<file path="config.mk">
export PLATFORM = sky130hd
export DESIGN_NAME = rr_stream_mux
export DESIGN_NICKNAME = d
export VERILOG_FILES = /design/src/rtl/mux_pkg.sv /design/src/rtl/rr_arbiter.sv /design/src/rtl/rr_stream_mux.sv
export SDC_FILE = /design/constraint.sdc
export NUM_CORES = 1
export LEC_CHECK = 0
export CAP_MARGIN = 20
export CELL_PAD_IN_SITES_DETAIL_PLACEMENT = 0
export CELL_PAD_IN_SITES_GLOBAL_PLACEMENT = 2
export CORE_ASPECT_RATIO = 0.8
export CORE_MARGIN = 1.5
export CORE_UTILIZATION = 25
export CTS_BUF_LIST = sky130_fd_sc_hd__clkbuf_2 sky130_fd_sc_hd__clkbuf_4 sky130_fd_sc_hd__clkbuf_8
export DETAILED_ROUTE_END_ITERATION = 10
export PLACE_DENSITY = 0.88
export SYNTH_ARGS = -nofsm -noshare
export SYNTH_HDL_FRONTEND = slang
export SYNTH_SLANG_ARGS = --single-unit
</file>
<file path="constraint.sdc">
create_clock -name clk -period 2.5 [get_ports clk]
set_input_delay 0.625 -clock clk [delete_from_list [all_inputs] [get_ports clk]]
set_output_delay 0.625 -clock clk [all_outputs]
set_load 0.05 [all_outputs]
</file>
<file path="src/rtl/mux_pkg.sv">
// Shared defaults and types for the round-robin stream multiplexer.
package mux_pkg;

   localparam int NUM_CH_DEF = 4;
   localparam int DATA_W_DEF = 8;

   typedef enum logic {
      MODE_FIXED = 1'b0,
      MODE_RR    = 1'b1
   } mode_e;

   // Adds an offset to a channel index and wraps it modulo n.
   // Both inputs are expected to be in the range 0..n-1.
   function automatic int wrap_add(input int base, input int off, input int n);
      int s;
      s = base + off;
      return (s >= n) ? (s - n) : s;
   endfunction

endpackage

</file>
<file path="src/rtl/rr_arbiter.sv">
// Rotating-priority arbiter. The search starts at ptr and wraps around.
// The lowest offset from ptr that has a request wins.
// The winner is reported both one-hot and as a binary index.
module rr_arbiter
   import mux_pkg::*;
#(
   parameter int N     = NUM_CH_DEF,
   parameter int IDX_W = $clog2(N)
)
(
   input  logic [N-1:0]     req,
   input  logic [IDX_W-1:0] ptr,
   output logic [N-1:0]     gnt,
   output logic [IDX_W-1:0] gnt_idx,
   output logic             gnt_vld
);

   logic [IDX_W-1:0] pos;

   // Walk the offsets from farthest to nearest so the nearest requester is the last one written.
   always_comb begin
      gnt_idx = '0;
      gnt_vld = 1'b0;
      pos     = '0;
      for (int k = N - 1; k >= 0; k--) begin
         pos = IDX_W'(wrap_add(int'(ptr), k, N));
         if (req[pos]) begin
            gnt_vld = 1'b1;
            gnt_idx = pos;
         end
      end
   end

   genvar gi;
   generate
      for (gi = 0; gi < N; gi++) begin : g_onehot
         assign gnt[gi] = gnt_vld && (gnt_idx == IDX_W'(gi));
      end
   endgenerate

endmodule

</file>
<file path="src/rtl/rr_stream_mux.sv">
// N-to-1 valid/ready stream multiplexer.
// The channel is chosen either by a fixed select or by round-robin arbitration.
// The output is held in a single register stage.
// That stage takes a new beat in the same cycle the held beat leaves, giving full throughput.
module rr_stream_mux
   import mux_pkg::*;
#(
   parameter int NUM_CH = NUM_CH_DEF,
   parameter int DATA_W = DATA_W_DEF,
   parameter int SEL_W  = $clog2(NUM_CH)
)
(
   input  logic                           clk,
   input  logic                           rst_n,
   input  logic                           mode,
   input  logic [SEL_W-1:0]               sel,
   input  logic [NUM_CH-1:0]              in_valid,
   input  logic [NUM_CH-1:0][DATA_W-1:0]  in_data,
   output logic [NUM_CH-1:0]              in_ready,
   output logic                           out_valid,
   output logic [DATA_W-1:0]              out_data,
   output logic [SEL_W-1:0]               out_ch,
   input  logic                           out_ready,
   output logic [15:0]                    beat_cnt
);

   logic [SEL_W-1:0]  ptr_reg;
   logic [SEL_W-1:0]  ptr_next;
   logic              out_valid_reg;
   logic [DATA_W-1:0] out_data_reg;
   logic [SEL_W-1:0]  out_ch_reg;
   logic [15:0]       beat_cnt_reg;

   logic              rr_mode;
   logic              load_en;
   logic [NUM_CH-1:0] arb_gnt;
   logic [SEL_W-1:0]  arb_idx;
   logic              arb_vld;
   logic [NUM_CH-1:0] fix_gnt;
   logic              fix_vld;
   logic [SEL_W-1:0]  grant_idx;
   logic              in_xfer;

   rr_arbiter #(
      .N     (NUM_CH),
      .IDX_W (SEL_W)
   ) u_arb (
      .req     (in_valid),
      .ptr     (ptr_reg),
      .gnt     (arb_gnt),
      .gnt_idx (arb_idx),
      .gnt_vld (arb_vld)
   );

   assign rr_mode = (mode_e'(mode) == MODE_RR);

   // The register can accept a beat when it is empty or when its beat is leaving this cycle.
   assign load_en = !out_valid_reg || out_ready;

   // In fixed mode, an out-of-range select matches no channel, so it never grants.
   genvar gi;
   generate
      for (gi = 0; gi < NUM_CH; gi++) begin : g_fixed
         assign fix_gnt[gi]  = in_valid[gi] && (sel == SEL_W'(gi));
         assign in_ready[gi] = rst_n && load_en && (rr_mode ? arb_gnt[gi] : fix_gnt[gi]);
      end
   endgenerate

   assign fix_vld   = |fix_gnt;
   assign grant_idx = rr_mode ? arb_idx : sel;
   assign in_xfer   = |(in_valid & in_ready);
   assign ptr_next  = (grant_idx == SEL_W'(NUM_CH - 1)) ? '0 : grant_idx + SEL_W'(1);

   // Output register and beat counter: load on input transfer, empty on a lone output transfer.
   always_ff @(posedge clk or negedge rst_n) begin
      if (!rst_n) begin
         out_valid_reg <= 1'b0;
         out_data_reg  <= '0;
         out_ch_reg    <= '0;
         beat_cnt_reg  <= '0;
      end else if (in_xfer) begin
         out_valid_reg <= 1'b1;
         out_data_reg  <= in_data[grant_idx];
         out_ch_reg    <= grant_idx;
         beat_cnt_reg  <= beat_cnt_reg + 16'd1;
      end else if (out_valid_reg && out_ready) begin
         out_valid_reg <= 1'b0;
      end
   end

   // The round-robin pointer moves past the winner only on a round-robin transfer.
   always_ff @(posedge clk or negedge rst_n) begin
      if (!rst_n) begin
         ptr_reg <= '0;
      end else if (in_xfer && rr_mode) begin
         ptr_reg <= ptr_next;
      end
   end

   // fix_vld summarises the fixed grant; it is kept for observability of the select path.
   logic unused_ok;
   assign unused_ok = fix_vld & arb_vld;

   assign out_valid = out_valid_reg;
   assign out_data  = out_data_reg;
   assign out_ch    = out_ch_reg;
   assign beat_cnt  = beat_cnt_reg;

endmodule

</file>
==> results_dict.tcl <==
set metrics [dict create \
    outcome "finished clean" \
    grt_use_total 0.143 \
    clock_latency_ns 0.27 \
    ys_ff_latch 29 \
    coreArea_um2 6510 \
    rows 26 \
    clock-sinks 29 \
    die_area_um2 7370 \
    end_kind "primary output" \
    switching_share 0.445 \
    yosys-top-cells-area "dfrtp_1, xnor2_1, nand2_1, mux2_2, mux2i_1" \
    diodes 0 \
    fin_ws_ns 0.0377 \
    max_freq_mhz 406 \
    syn_area_um2 1720 \
    grt_max_degree 23 \
    finalCriticalPeriod_ns 2.46 \
    pwr-share-seq 0.264 \
    synth_top_area_frac 0.423 \
    largest_reg_flops 16 \
    finalSetupViolations 0 \
    viasPerCell 4.57 \
    p_leak_nw 1.42 \
    internal-power_mw 1.62 \
    regArea_um2 727 \
    final_util 0.480 \
    start_util 0.264 \
    final_nets 329 \
    synth_edf_count 0 \
    clock_skew_ns 0.00299 \
    via_count 1691 \
    dpl.cell_count 353 \
    wl_per_cell_um 13.9 \
    synth_top_area_cell "dfrtp_1" \
    synth-simple-area-share 0.217 \
    synth_top_family_by_area "simple AND/OR/NAND/NOR gates" \
    dieWidth_um 95.6 \
    multi_input_area_um2 1120 \
    place.port_buffers 72 \
    layout_commonest_cell "clkdlybuf4s50_1" \
    ys_async_sr_fraction 1.00 \
    pre_cts_ws_ns -0.585 \
    synth_compound_area_frac 0.123 \
    maxCapViolations 0 \
    clkSlewWorstSetupHoldPaths_ns 0.06 \
    cts_hold_buf 0 \
    arrival_ns 1.84 \
    cts_root_buf "clkbuf_8" \
    ys_seq_area_frac 0.423 \
    yosysUniqueCellTypes 39 \
    slew_headroom 0.654 \
    synthAdderAreaFrac 0.0146 \
    path_class "in -> out" \
    syn_avg_cell_area_um2 9.75 \
    crit_fanout 3 \
    hp-class "reg -> reg" \
    place.gp.congestion 0.871 \
    fin_area_um2 3130 \
    comb_power_share 0.591 \
    cp_data_required_time_ns 1.88 \
    overflow 0 \
    wirelength_um 5160 \
    fin_cells 370 \
    cts_buffer_depth 2 \
    syn_nets 220 \
    worst_slew_pin_slew_ns 0.518 \
    ant_nets 0 \
    grt_antenna_before_repair 0 \
    die_h_um 77.1 \
    cts_tree "built" \
    first_pass_iters 4 \
    fill_cells 658 \
    htreeDepth 2 \
    area_delta_synth_final_pct 82.2 \
    drtIter0Drc 44 \
    post_dp_cell_area_um2 2840 \
    dp_hpwl_um 3670 \
    fin_crit_sh 0.985 \
    cp-start-kind "primary input" \
    cts_buffers 5 \
    slew_viol_final 0 \
    power.share.clock 0.145 \
    synth-main-ff-cell "dfrtp_1" \
    synthMuxAreaShare 0.112 \
    drive_gt1_frac 0.350 \
    p_per_area_nw_per_um2 937 \
    grt_pass1_wl_um 8330 \
    io_pins 73 \
    p_sw_mw 1.30 \
    synthCells 176 \
    drc_errors 0 \
    synth_warnings 0 \
    grt_pass1_vias 1752 \
    final_cell_mix "clkdlybuf4s50_1, buf_4, dfrtp_1" \
    synth_xor_area_frac 0.0766 \
    finalHoldViolations 0 \
    peakVddDrop_mv 0.657 \
]
## per-layer routing
metal / global-route usage / wire length (um) / part of all wire / vias up
met5: 0 / 0 / 0 / -
met3: 0.0357 / 251 / 0.049 / 10
li1: - / - / - / 837
met4: 0.0324 / 103 / 0.020 / 0
met1: 0.198 / 2390 / 0.46 / 799
met2: 0.223 / 2410 / 0.47 / 45
## worst paths after layout
check / slack [ns] / startpoint / cells past startpoint / endpoint
worst max-delay path: 0.04 / mode / 7 / in_ready[3]
worst min-delay path: 0.47 / beat_cnt[15]$_DFFE_PN0P_ / 1 / beat_cnt[15]$_DFFE_PN0P_
worst max register to register: 0.07 / ptr_reg[0]$_DFFE_PN0P_ / 9 / ptr_reg[1]$_DFFE_PN0P_
worst min register to register: 0.47 / beat_cnt[15]$_DFFE_PN0P_ / 1 / beat_cnt[15]$_DFFE_PN0P_
max in group asynchronous: 1.66 / rst_n / 2 / beat_cnt[0]$_DFFE_PN0P_
min in group asynchronous: 0.54 / rst_n / 2 / out_data[5]$_DFFE_PN0P_
## area by class of cell
| cell class | instances | share of cell area |
|---|---|---|
| Sequential cell | 29 | 0.233 |
| Multi-Input combinational cell | 135 | 0.357 |
| Inverter | 4 | 0.00480 |
| Tap cell | 84 | 0.0336 |
| Timing Repair Buffer | 110 | 0.339 |
| Clock inverter | 1 | 0.00160 |
| Clock buffer | 7 | 0.0308 |
## synthesized netlist by cell type (2+ instances only)
library cell  instances
nor4_1                3
a211o_1               2
clkbuf_1              4
nor2_1                9
and3_1                5
o21ai_0              16
mux2_2                8
nor2b_1               5
and2_1                2
a41o_1                2
ha_1                  2
a21oi_1               2
nand4_1               3
nand2b_1              2
nand3_2               2
buf_2                 3
inv_1                 4
nand4_2               2
nand3_1               4
mux2i_1               8
mux2_1                2
xnor2_1              12
a32o_1                2
nand2_1              27
xor2_1                3
dfrtp_1              29
## power by group through the flow
stage / sequential, mW / clock (mW) / combinational [mW]
after floorplan: 1.20 / 0 / 0.540
after global placement: 0.767 / 0 / 1.58
after detailed placement: 0.769 / 0 / 1.59
after CTS: 0.774 / 0.442 / 1.67
after global routing: 0.797 / 0.454 / 1.84
final: 0.772 / 0.425 / 1.73
## metrics by stage
step                TNS (ns)  hold WS [ns]  power [mW]
floorplan             -0.783         0.329        1.74
global placement      -14.81         0.463        2.35
detailed placement    -15.09         0.460        2.36
CTS                        0         0.473        2.89
global route          -0.135         0.508        3.09
finish                     0         0.471        2.93
## worst max-delay path, stage by stage
cell and delay, ns:
dlygate4sd2_1 0.23, inv_1 0.08, nor2_1 0.21, a32o_2 0.24
and3_4 0.20, buf_6 0.12, buf_12 0.13
## timing repair
| action | CTS | global route |
|---|---|---|
| setup endpoints to repair | 32 | 21 |
| setup buffers | 6 | 3 |
| resized for setup | 39 | 13 |
| pin swaps | 10 | 10 |
## kinds of logic (layout without fill, tap and decap cells)
kind of cell / count (synthesis) / in the layout
multiplexers: 18 / 18
buffers and inverters: 12 / 122
AO/OA/AOI/OAI: 31 / 31
XOR/XNOR: 15 / 15
AND/OR/NAND/NOR: 69 / 69
flip-flops: 29 / 29
adder cells (fa/ha/maj): 2 / 2
Note: power is estimated with default switching activity, not from simulation.
